### config.mk
export PLATFORM = sky130hd
export DESIGN_NAME = rtc_access_scheduler
export DESIGN_NICKNAME = d
export VERILOG_FILES = /design/src/rtl/rtc_pkg.sv /design/src/rtl/rtc_bus_cycle.sv /design/src/rtl/rtc_access_scheduler.sv
export SDC_FILE = /design/constraint.sdc
export NUM_CORES = 1
export LEC_CHECK = 0
export ABC_AREA = 1
export BUFFER_PORTS_ARGS = -buffer_cell sky130_fd_sc_hd__buf_4
export CAP_MARGIN = 20
export CORE_MARGIN = 2
export CORE_UTILIZATION = 58
export CTS_CLUSTER_DIAMETER = 60
export CTS_CLUSTER_SIZE = 14
export DETAILED_ROUTE_END_ITERATION = 16
export PLACE_DENSITY = 0.84
export SETUP_SLACK_MARGIN = 0.3
export SLEW_MARGIN = 25
export SYNTH_ARGS = -nofsm -noshare
export SYNTH_HDL_FRONTEND = slang
export SYNTH_SLANG_ARGS = --single-unit
### constraint.sdc
create_clock -name clk -period 5.79 [get_ports clk]
set_input_delay 0.579 -clock clk [delete_from_list [all_inputs] [get_ports clk]]
set_output_delay 0.579 -clock clk [all_outputs]
set_load 0.02 [all_outputs]
### src/rtl/rtc_pkg.sv
// rtc_pkg: shared FSM state type, RTC scan address table and default bus timing.
package rtc_pkg;
  typedef enum logic [2:0] {
    ST_IDLE, ST_A_SETUP, ST_A_STROBE, ST_A_HOLD,
    ST_D_SETUP, ST_D_STROBE, ST_D_HOLD, ST_RECOVER
  } bus_state_t;
  localparam logic [7:0] RTC_ADDR_SEC   = 8'h21;
  localparam logic [7:0] RTC_ADDR_MIN   = 8'h22;
  localparam logic [7:0] RTC_ADDR_HOUR  = 8'h23;
  localparam logic [7:0] RTC_ADDR_DAY   = 8'h24;
  localparam logic [7:0] RTC_ADDR_MONTH = 8'h25;
  localparam logic [7:0] RTC_ADDR_YEAR  = 8'h26;
  localparam int T_SETUP_DEF     = 2;
  localparam int T_STROBE_DEF    = 4;
  localparam int T_HOLD_DEF      = 2;
  localparam int T_REC_DEF       = 4;
  localparam int SCAN_PERIOD_DEF = 1000000;
  localparam int NUM_SCAN_DEF    = 6;
  function automatic logic [7:0] scan_addr(input logic [2:0] idx);
    return idx == 3'd1 ? RTC_ADDR_MIN :
           idx == 3'd2 ? RTC_ADDR_HOUR :
           idx == 3'd3 ? RTC_ADDR_DAY :
           idx == 3'd4 ? RTC_ADDR_MONTH :
           idx == 3'd5 ? RTC_ADDR_YEAR : RTC_ADDR_SEC;
  endfunction
endpackage

### src/rtl/rtc_bus_cycle.sv
// rtc_bus_cycle: one multiplexed RTC bus transaction (address phase, data phase, recovery).
module rtc_bus_cycle
  import rtc_pkg::*;
#(
  parameter int T_SETUP  = T_SETUP_DEF,
  parameter int T_STROBE = T_STROBE_DEF,
  parameter int T_HOLD   = T_HOLD_DEF,
  parameter int T_REC    = T_REC_DEF
) (
  input  logic       clk,
  input  logic       reset,
  input  logic       start,
  input  logic       is_write,
  input  logic [7:0] addr,
  input  logic [7:0] wdata,
  output logic       done,
  output logic [7:0] rdata,
  output logic       busy,
  output logic       cs_n,
  output logic       rd_n,
  output logic       wr_n,
  output logic       aod,
  output logic [7:0] ad_out,
  output logic       ad_oe,
  input  logic [7:0] ad_in
);
  bus_state_t r_state, w_nxt;
  logic [7:0] r_cnt, r_addr, r_wdata, r_rdata, r_ad_out, w_addr, w_wdata;
  logic r_wr, r_cs_n, r_rd_n, r_wr_n, r_aod, r_ad_oe;
  logic w_last, w_take, w_wr, w_a, w_d;

  function automatic logic [7:0] dur(input bus_state_t s);
    return (s == ST_A_SETUP  || s == ST_D_SETUP)  ? 8'(T_SETUP - 1) :
           (s == ST_A_STROBE || s == ST_D_STROBE) ? 8'(T_STROBE - 1) :
           (s == ST_A_HOLD   || s == ST_D_HOLD)   ? 8'(T_HOLD - 1) :
           (s == ST_RECOVER) ? 8'(T_REC - 1) : 8'd0;
  endfunction

  always_comb begin
    w_last  = r_cnt == 8'd0;
    w_take  = r_state == ST_IDLE && start;
    w_nxt   = r_state == ST_IDLE ? (start ? ST_A_SETUP : ST_IDLE) :
              w_last ? bus_state_t'(r_state + 3'd1) : r_state;
    w_wr    = w_take ? is_write : r_wr;
    w_addr  = w_take ? addr : r_addr;
    w_wdata = w_take ? wdata : r_wdata;
    w_a     = w_nxt == ST_A_SETUP || w_nxt == ST_A_STROBE || w_nxt == ST_A_HOLD;
    w_d     = w_nxt == ST_D_SETUP || w_nxt == ST_D_STROBE || w_nxt == ST_D_HOLD;
  end

  // Pins are registered from the next state so they change exactly on phase boundaries.
  always_ff @(posedge clk) begin
    if (reset) begin
      r_state  <= ST_IDLE;
      r_cnt    <= 8'd0;
      r_wr     <= 1'b0;
      r_addr   <= 8'd0;
      r_wdata  <= 8'd0;
      r_rdata  <= 8'd0;
      r_cs_n   <= 1'b1;
      r_rd_n   <= 1'b1;
      r_wr_n   <= 1'b1;
      r_aod    <= 1'b1;
      r_ad_oe  <= 1'b0;
      r_ad_out <= 8'd0;
    end else begin
      r_state <= w_nxt;
      r_cnt   <= (w_nxt != r_state) ? dur(w_nxt) : (w_last ? 8'd0 : r_cnt - 8'd1);
      if (w_take) begin
        r_wr    <= is_write;
        r_addr  <= addr;
        r_wdata <= wdata;
      end
      if (r_state == ST_D_STROBE && w_last && !r_wr) r_rdata <= ad_in;
      r_cs_n   <= !(w_a || w_d);
      r_rd_n   <= !(w_nxt == ST_D_STROBE && !w_wr);
      r_wr_n   <= !(w_nxt == ST_A_STROBE || (w_nxt == ST_D_STROBE && w_wr));
      r_aod    <= !w_a;
      r_ad_oe  <= w_a || (w_d && w_wr);
      r_ad_out <= w_a ? w_addr : (w_d && w_wr) ? w_wdata : 8'd0;
    end
  end

  assign done   = r_state == ST_RECOVER && w_last;
  assign busy   = r_state != ST_IDLE;
  assign rdata  = r_rdata;
  assign cs_n   = r_cs_n;
  assign rd_n   = r_rd_n;
  assign wr_n   = r_wr_n;
  assign aod    = r_aod;
  assign ad_out = r_ad_out;
  assign ad_oe  = r_ad_oe;
endmodule

### src/rtl/rtc_access_scheduler.sv
// rtc_access_scheduler: arbitrates user writes against periodic time readback sweeps
// on the RTC bus and publishes a coherent BCD time snapshot.
module rtc_access_scheduler
  import rtc_pkg::*;
#(
  parameter int T_SETUP     = T_SETUP_DEF,
  parameter int T_STROBE    = T_STROBE_DEF,
  parameter int T_HOLD      = T_HOLD_DEF,
  parameter int T_REC       = T_REC_DEF,
  parameter int SCAN_PERIOD = SCAN_PERIOD_DEF,
  parameter int NUM_SCAN    = NUM_SCAN_DEF
) (
  input  logic       clk,
  input  logic       reset,
  input  logic       wr_req,
  input  logic [7:0] wr_addr,
  input  logic [7:0] wr_data,
  output logic       wr_ack,
  input  logic       scan_en,
  output logic [7:0] sec,
  output logic [7:0] min,
  output logic [7:0] hour,
  output logic [7:0] day,
  output logic [7:0] month,
  output logic [7:0] year,
  output logic       time_valid,
  output logic       scan_overrun,
  output logic       busy,
  output logic       cs_n,
  output logic       rd_n,
  output logic       wr_n,
  output logic       aod,
  output logic [7:0] ad_out,
  output logic       ad_oe,
  input  logic [7:0] ad_in
);
  localparam int PW = $clog2(SCAN_PERIOD);

  logic [PW-1:0] r_period;
  logic [2:0] r_idx;
  logic [7:0] r_shadow [NUM_SCAN-1];
  logic [7:0] r_sec, r_min, r_hour, r_day, r_month, r_year, w_rdata, w_addr;
  logic r_pending, r_active, r_cur_wr, r_time_valid, r_overrun;
  logic w_busy, w_done, w_trig, w_start_wr, w_start_scan, w_start, w_scan_done, w_last_idx;

  always_comb begin
    w_trig       = scan_en && r_period == PW'(SCAN_PERIOD - 1);
    w_start_wr   = !w_busy && wr_req;
    w_start_scan = !w_busy && !wr_req && (r_active || r_pending);
    w_start      = w_start_wr || w_start_scan;
    w_addr       = w_start_wr ? wr_addr : scan_addr(r_idx);
    w_scan_done  = w_done && !r_cur_wr;
    w_last_idx   = r_idx == 3'(NUM_SCAN - 1);
  end

  rtc_bus_cycle #(
    .T_SETUP (T_SETUP),
    .T_STROBE(T_STROBE),
    .T_HOLD  (T_HOLD),
    .T_REC   (T_REC)
  ) u_bus (
    .clk     (clk),
    .reset   (reset),
    .start   (w_start),
    .is_write(w_start_wr),
    .addr    (w_addr),
    .wdata   (wr_data),
    .done    (w_done),
    .rdata   (w_rdata),
    .busy    (w_busy),
    .cs_n    (cs_n),
    .rd_n    (rd_n),
    .wr_n    (wr_n),
    .aod     (aod),
    .ad_out  (ad_out),
    .ad_oe   (ad_oe),
    .ad_in   (ad_in)
  );

  always_ff @(posedge clk) begin
    if (reset) begin
      r_period     <= '0;
      r_idx        <= 3'd0;
      r_pending    <= 1'b0;
      r_active     <= 1'b0;
      r_cur_wr     <= 1'b0;
      r_time_valid <= 1'b0;
      r_overrun    <= 1'b0;
      r_sec        <= 8'd0;
      r_min        <= 8'd0;
      r_hour       <= 8'd0;
      r_day        <= 8'd0;
      r_month      <= 8'd0;
      r_year       <= 8'd0;
      for (int i = 0; i < NUM_SCAN - 1; i++) r_shadow[i] <= 8'd0;
    end else begin
      r_period     <= (!scan_en || w_trig) ? '0 : r_period + PW'(1);
      r_overrun    <= w_trig && (r_pending || r_active);
      r_time_valid <= w_scan_done && w_last_idx;
      // Only one sweep may be queued; a trigger during a pending or running sweep is dropped.
      r_pending    <= scan_en && (w_start_scan ? 1'b0 : (r_pending || (w_trig && !r_active)));
      if (w_start) r_cur_wr <= w_start_wr;
      if (w_start_scan) r_active <= 1'b1;
      if (w_scan_done) begin
        r_idx <= w_last_idx ? 3'd0 : r_idx + 3'd1;
        if (w_last_idx) begin
          r_active <= 1'b0;
          r_sec    <= r_shadow[0];
          r_min    <= r_shadow[1];
          r_hour   <= r_shadow[2];
          r_day    <= r_shadow[3];
          r_month  <= r_shadow[4];
          r_year   <= w_rdata;
        end else begin
          r_shadow[r_idx] <= w_rdata;
        end
      end
    end
  end

  assign wr_ack       = w_done && r_cur_wr;
  assign busy         = w_busy;
  assign time_valid   = r_time_valid;
  assign scan_overrun = r_overrun;
  assign sec          = r_sec;
  assign min          = r_min;
  assign hour         = r_hour;
  assign day          = r_day;
  assign month        = r_month;
  assign year         = r_year;
endmodule
==> results of run 1 <==
-- worst min-delay path by stage --
stage          slack, ns  cells after the start                  from                     endpoint
2_1_floorplan       0.43                      2  r_pending$_SDFF_PP0_         r_pending$_SDFF_PP0_
3_3_place_gp        0.44                      2  r_pending$_SDFF_PP0_         r_pending$_SDFF_PP0_
3_5_place_dp        0.45                      2  r_pending$_SDFF_PP0_         r_pending$_SDFF_PP0_
4_1_cts             0.43                      3            wr_data[1]  u_bus.r_wdata[1]$_SDFF_PP0_
5_1_grt             0.43                      3            wr_data[4]  u_bus.r_wdata[4]$_SDFF_PP0_
6_report            0.44                      3            wr_data[1]  u_bus.r_wdata[1]$_SDFF_PP0_
-- final cells by class --
type	count	area, um2	area share [%]
timing repair buffer	93	698	8.77
multi-input combinational	516	2440	30.7
clock buffer	21	462	5.80
inverter	75	283	3.55
sequential	165	3700	46.5
clock inverter	11	196	2.47
tap	140	175	2.20
-- logic make-up (layout without fill, tap and decap cells) --
group	Yosys count	in the layout	synth area share, %
and+or+nand+nor	382	382	25.2
DFF	165	165	56.4
AOI/OAI and AO/OA	118	118	9.37
buffers and inverters	100	200	6.49
xor gates and xnor gates	9	9	1.20
adders and majority gates	7	7	1.33
-- layer usage --
metal / share of wire (%) / global-route usage [%] / wire [um]
met1: 42 / 29.9 / 5970
met2: 48 / 39.5 / 6710
met3: 7.4 / 6.97 / 1040
met4: 2.4 / 8.75 / 344
met5: 0 / 0 / 0
-- synthesized netlist by cell type, types with 2 or more instances --
library cell / number
nand3_1: 30
nand3_4: 2
o22ai_1: 4
a21oi_1: 41
or2_2: 5
buf_2: 4
xor2_1: 8
o21ai_0: 63
buf_6: 5
buf_4: 2
dfxtp_1: 125
nor2_1: 177
nor2_4: 3
o21ai_1: 2
nand3_2: 6
nor3_1: 12
o211ai_1: 3
ha_1: 7
nand4_1: 11
o31ai_1: 2
edfxtp_1: 40
nand2_1: 123
inv_1: 73
clkbuf_1: 14
nand2_2: 6
-- power by group through the flow --
stage	clock (mW)	sequential, mW	combinational, mW
6_report	1.24	1.34	0.968
3_3_place_gp	0	1.36	0.924
3_5_place_dp	0	1.36	0.946
2_1_floorplan	0	1.39	0.686
4_1_cts	1.25	1.34	0.964
5_1_grt	1.30	1.35	1.10
-- worst min-delay path, stage by stage --
cell and delay [ns]:
buf_4 0.11, nand2_1 0.07, a21oi_1 0.06
-- metrics by stage --
step	setup WS, ns	power, mW
2_1_floorplan	3.72	2.08
3_3_place_gp	3.12	2.28
3_5_place_dp	2.96	2.31
4_1_cts	2.88	3.55
5_1_grt	2.57	3.75
6_report	2.90	3.55
==> run summary, run 1 <==
# DRC -> 0
Pleak -> 3.30 nW
Reg2Reg Depth -> 8
CP delay by family, top -> buffers and inverters
final period utilization -> 49.9%
die area -> 0.0122 mm2
die height -> 110 um
Post-Syn Area per Cell -> 8.41 um2
sequential power share -> 37.8%
post-CTS sizing -> 0
vias in the first global route -> 5156
final instance area -> 0.00796 mm2
CTS Buffer Depth -> 2
Initial Util -> 60.1%
post-placement cell count -> 989
VDD IR max -> 0.439 mV
largest fanout on the critical path -> 57
GRT Util Overall -> 23.9%
CP startpoint -> u_bus.r_state[0]$_SDFF_PP0_
clk_lat worst skew -> 0.43 ns
Primary FF master, synth -> dfxtp_1
share of cells above drive strength 1 -> 16.9%
sw power -> 1.16 mW
Fill cells -> 777
first-pass GRT wire length -> 23800 um
CTS tree -> done
clk_skew -> 0.00805 ns
commonest non-fill, non-tap cells in the layout -> 177 x nor2_1, 125 x dfxtp_1, 123 x nand2_1
most common cell after layout, fill and taps aside -> nor2_1
setup_tns -> 0 ns
Max Cap Violations -> 0
post-synthesis cell count -> 781
critical path's largest stage delay -> 0.73 ns
hold_buf cts -> 0
Crit. path cell count -> 8
endpoints failing setup -> 0
vias per cell -> 5.30
fin cells -> 1021
Site Rows -> 38
H-Tree Depth -> 4
EDFF count, synth -> 40
Synthesis Warnings -> 0
critical path data arrival time -> 3.17 ns
RSZ-0062 raised after global routing -> no
Critical path buffers and inverters -> 1
Logic pwr share -> 27.3%
Req. time, crit path -> 6.07 ns
endpoint class of the critical path -> flop
initial drt markers -> 330
RD Place Congestion -> 0.838
hpwl dp -> 9470 um
area growth from synthesis to layout -> 21.1%
Final Slew Violations -> 0
power per cell area -> 446 mW/mm2
Worst-path clk slew -> 0.06 ns
switching share of power -> 32.6%
clock share of power -> 35.0%
Core Region -> 0.0109 mm2
r2r startpoint -> u_bus.r_state[0]$_SDFF_PP0_
post-synthesis sequential area ratio -> 56.4%
end-of-flow core utilization -> 72.8%
worst-path cell chain -> ha_1, ha_1, nand3_4, nor2_4, nand2_2, clkinv_2, o21ai_0, a21oi_1
overflow left after global routing -> 0
status -> completed
Largest Register -> r_shadow
largest net degree at the start of global routing -> 58
Syn Nets -> 816
Num CTS Buffers -> 17
CP dominant cell by count -> ha_1
Antenna Nets Post-Route -> 0
flops & latches, synth -> 165
DR vias -> 5415
relative slew slack -> 51.4%
Buffers on Ports -> 92
Regs by FF count -> r_shadow: 40 flops, r_period: 20 flops
ANT cells -> 0
Slew @ Worst Pin -> 0.725 ns
CP startpoint kind -> flop
Worst setup endpoint -> year[0]$_SDFFE_PP0P_
number of antenna violations at the first check in global routing -> 0
reg-to-reg slack, setup -> 2.90 ns
nets -> 903
Hold Vio Cnt, Final -> 0
drt wl/cell -> 13.8 um
WS Path Type -> reg -> reg
root buffer cell -> clkbuf_16
reg-to-reg endpoint -> year[0]$_SDFFE_PP0P_
synth top area cells -> dfxtp_1 38%, edfxtp_1 18%, nor2_1 10%, nand2_1 7.0%, o21ai_0 4.8%
Placed Area -> 0.00730 mm2
mapped cell area -> 0.00657 mm2
TritonCTS Sinks -> 165
synth unique cells -> 38
WL final -> 14100 um
Hold Crit Class -> in -> reg
Internal -> 2.39 mW
post-CTS setup buffer count -> 0
max reg flops -> 40
ys async rst share -> 0%
Critical Path Slowest Stage Cell -> clkinv_2
die extent in x -> 110 um
minimum clock period -> 2.89 ns
Min Hold Slack -> 0.442 ns
Initial DRT Pass Iterations -> 5
number of I/O pins -> 93
post-synth top area share -> 38.1%
Yosys top cell by area -> dfxtp_1
f_max -> 346 MHz
(Power assumes the default switching activity.)
==> run 2, diff against run 1 <==
--- a/config.mk
+++ b/config.mk
@@ -9,11 +9,11 @@
 export BUFFER_PORTS_ARGS = -buffer_cell sky130_fd_sc_hd__buf_4
 export CAP_MARGIN = 20
 export CORE_MARGIN = 2
-export CORE_UTILIZATION = 58
+export CORE_UTILIZATION = 57
 export CTS_CLUSTER_DIAMETER = 60
 export CTS_CLUSTER_SIZE = 14
 export DETAILED_ROUTE_END_ITERATION = 16
-export PLACE_DENSITY = 0.84
+export PLACE_DENSITY = 0.82
 export SETUP_SLACK_MARGIN = 0.3
 export SLEW_MARGIN = 25
 export SYNTH_ARGS = -nofsm -noshare
==> constraint.sdc (replaced) <==
create_clock -name clk -period 2.8 [get_ports clk]
set_input_delay 0.28 -clock clk [delete_from_list [all_inputs] [get_ports clk]]
set_output_delay 0.28 -clock clk [all_outputs]
set_load 0.02 [all_outputs]
==> run summary, run 2 (synthesis results as in run 1) <==
first-pass GRT wire length -> 22700 um (-4.8%)
max reg flops -> 40 (unchanged)
Worst-path clk slew -> 0.07 ns (about the same)
# DRC -> 0 (unchanged)
root buffer cell -> clkbuf_16
Initial Util -> 58.0% (-2.0 points)
die extent in x -> 111 um (+0.84%)
CTS Buffer Depth -> 2 (unchanged)
final period utilization -> 80.0% (+30 points)
Hold Crit Class -> in -> reg
relative slew slack -> 55.0% (+3.7 points)
number of I/O pins -> 93 (unchanged)
RD Place Congestion -> 0.870 (+3.8%)
largest net degree at the start of global routing -> 42 (-28%)
DR vias -> 5381 (-0.63%)
setup_tns -> 0 ns (unchanged)
hold_buf cts -> 0 (unchanged)
largest fanout on the critical path -> 9 (-84%)
Regs by FF count -> r_shadow: 40 flops, r_period: 20 flops
post-CTS sizing -> 0 (unchanged)
endpoint class of the critical path -> flop
VDD IR max -> 0.787 mV (+79%)
CTS tree -> done
reg-to-reg endpoint -> r_shadow[3][7]$_SDFFCE_PN0P_
vias in the first global route -> 4945 (-4.1%)
initial drt markers -> 404 (+22%)
hold wc startpoint -> wr_data[6]
Largest Register -> r_shadow
Hold Vio Cnt, Final -> 0 (unchanged)
share of cells above drive strength 1 -> 17.7% (+0.81 points)
Initial DRT Pass Iterations -> 6 (+1)
GRT Util Overall -> 22.4% (-1.5 points)
Pwr Total -> 7.03 mW (+98%)
die height -> 111 um (+0.84%)
Final Slew Violations -> 0 (unchanged)
most common cell after layout, fill and taps aside -> nor2_1
nets -> 908 (+0.55%)
commonest non-fill, non-tap cells in the layout -> 177 x nor2_1, 125 x dfxtp_1, 123 x nand2_1
clk_skew -> 0.00934 ns (+0.00128 ns)
endpoints failing setup -> 0 (unchanged)
vias per cell -> 5.23 (-1.4%)
overflow left after global routing -> 0 (unchanged)
area growth from synthesis to layout -> 20.8%
critical path data arrival time -> 2.34 ns (-0.83 ns)
status -> completed
H-Tree Depth -> 4 (unchanged)
reg-to-reg slack, setup -> 0.56 ns (-2.34 ns)
ANT cells -> 0 (unchanged)
r2r startpoint -> u_bus.r_cnt[0]$_SDFF_PP0_
WHS Path Cells -> 3 (unchanged)
die area -> 0.0124 mm2 (+1.7%)
power per cell area -> 886 mW/mm2 (+99%)
Num CTS Buffers -> 17 (unchanged)
Slew @ Worst Pin -> 0.670 ns (-0.0548 ns)
Site Rows -> 39 (+2.6%)
Core Region -> 0.0113 mm2 (+3.5%)
WS Path Type -> reg -> reg
f_max -> 446 MHz (+29%)
TritonCTS Sinks -> 165 (unchanged)
post-CTS setup buffer count -> 0 (unchanged)
Buffers on Ports -> 92 (unchanged)
Reg2Reg Depth -> 8 (unchanged)
drt wl/cell -> 13.1 um (-5.1%)
Hold Path End -> u_bus.r_wdata[6]$_SDFF_PP0_
clk_lat worst skew -> 0.43 ns (about the same)
WL final -> 13400 um (-4.4%)
Pleak -> 3.30 nW (about the same)
hpwl dp -> 9200 um (-2.9%)
number of antenna violations at the first check in global routing -> 0 (unchanged)
minimum clock period -> 2.24 ns (-0.645 ns)
Max Cap Violations -> 0 (unchanged)
Req. time, crit path -> 2.89 ns (-3.18 ns)
CP startpoint -> u_bus.r_cnt[0]$_SDFF_PP0_
Antenna Nets Post-Route -> 0 (unchanged)
CP startpoint kind -> flop
RSZ-0062 raised after global routing -> no
==> run 2: cell types whose count changed in the layout (fill, tap and decap cells not counted), moves of 2 or more <==
cell       delta
inv_8         +3
inv_4         +2
buf_4         +5
bufinv_16     -5
clkbuf_1      -3
==> run 2: area by class of cell <==
class	count	area [um2]
tap	143	179
clock buffer	20	489
clock inverter	12	104
multi-input combinational	516	2440
inverter	75	285
fill	900	3380
sequential	165	3700
timing repair buffer	98	736
==> run 2: through the flow <==
| step | instances | hold slack, ns | area (um2) | worst slack [ns] | utilization, % |
|---|---|---|---|---|---|
| final | 1029 | 0.135 | 7940 | 0.559 | 70.1 |
| after global routing | 1029 | 0.130 | 7940 | 0.374 | 70.1 |
| after CTS | 1029 | 0.127 | 7930 | 0.476 | 70.1 |
| after detailed placement | 997 | 0.448 | 7340 | 0.486 | 64.8 |
| after global placement | 997 | 0.441 | 7340 | 0.557 | 64.8 |
| after floorplan | 781 | 0.431 | 6570 | 0.796 | - |
==> run 2: power breakdown <==
part / internal [mW] / total [mW] / switching [mW]
Clock: 1.29 / 2.29 / 0.997
Combinational: 0.640 / 1.98 / 1.34
Sequential: 2.66 / 2.77 / 0.101
Total: 4.60 / 7.03 / 2.44
==> run 2: critical path, cell delays in order (launching register included) <==
cell and delay (ns):
dfxtp_1 0.30, inv_1 0.10, ha_1 0.22, nand2_1 0.12
nor2_4 0.21, nand3_4 0.14, nor3_2 0.26, nand3_2 0.23
nand2_1 0.33
==> run 2: worst max-delay path by stage <==
stage	endpoint	slack [ns]	cells past startpoint
after global routing	u_bus.ad_out[0]$_SDFF_PP0_	0.37	13
after CTS	r_shadow[1][2]$_SDFFCE_PN0P_	0.48	6
after global placement	r_shadow[1][0]$_SDFFCE_PN0P_	0.56	6
after detailed placement	r_shadow[1][2]$_SDFFCE_PN0P_	0.49	6
after floorplan	r_shadow[1][0]$_SDFFCE_PN0P_	0.80	6
final	r_shadow[3][7]$_SDFFCE_PN0P_	0.56	8
==> run 2: routing by layer <==
| metal | track usage (%) | up-vias | wire length, um |
|---|---|---|---|
| met5 | 0 | - | 0 |
| met4 | 7.90 | 0 | 182 |
| met3 | 6.21 | 22 | 907 |
| met2 | 37.1 | 184 | 6490 |
| met1 | 28.6 | 2459 | 5870 |
| li1 | - | 2716 | - |
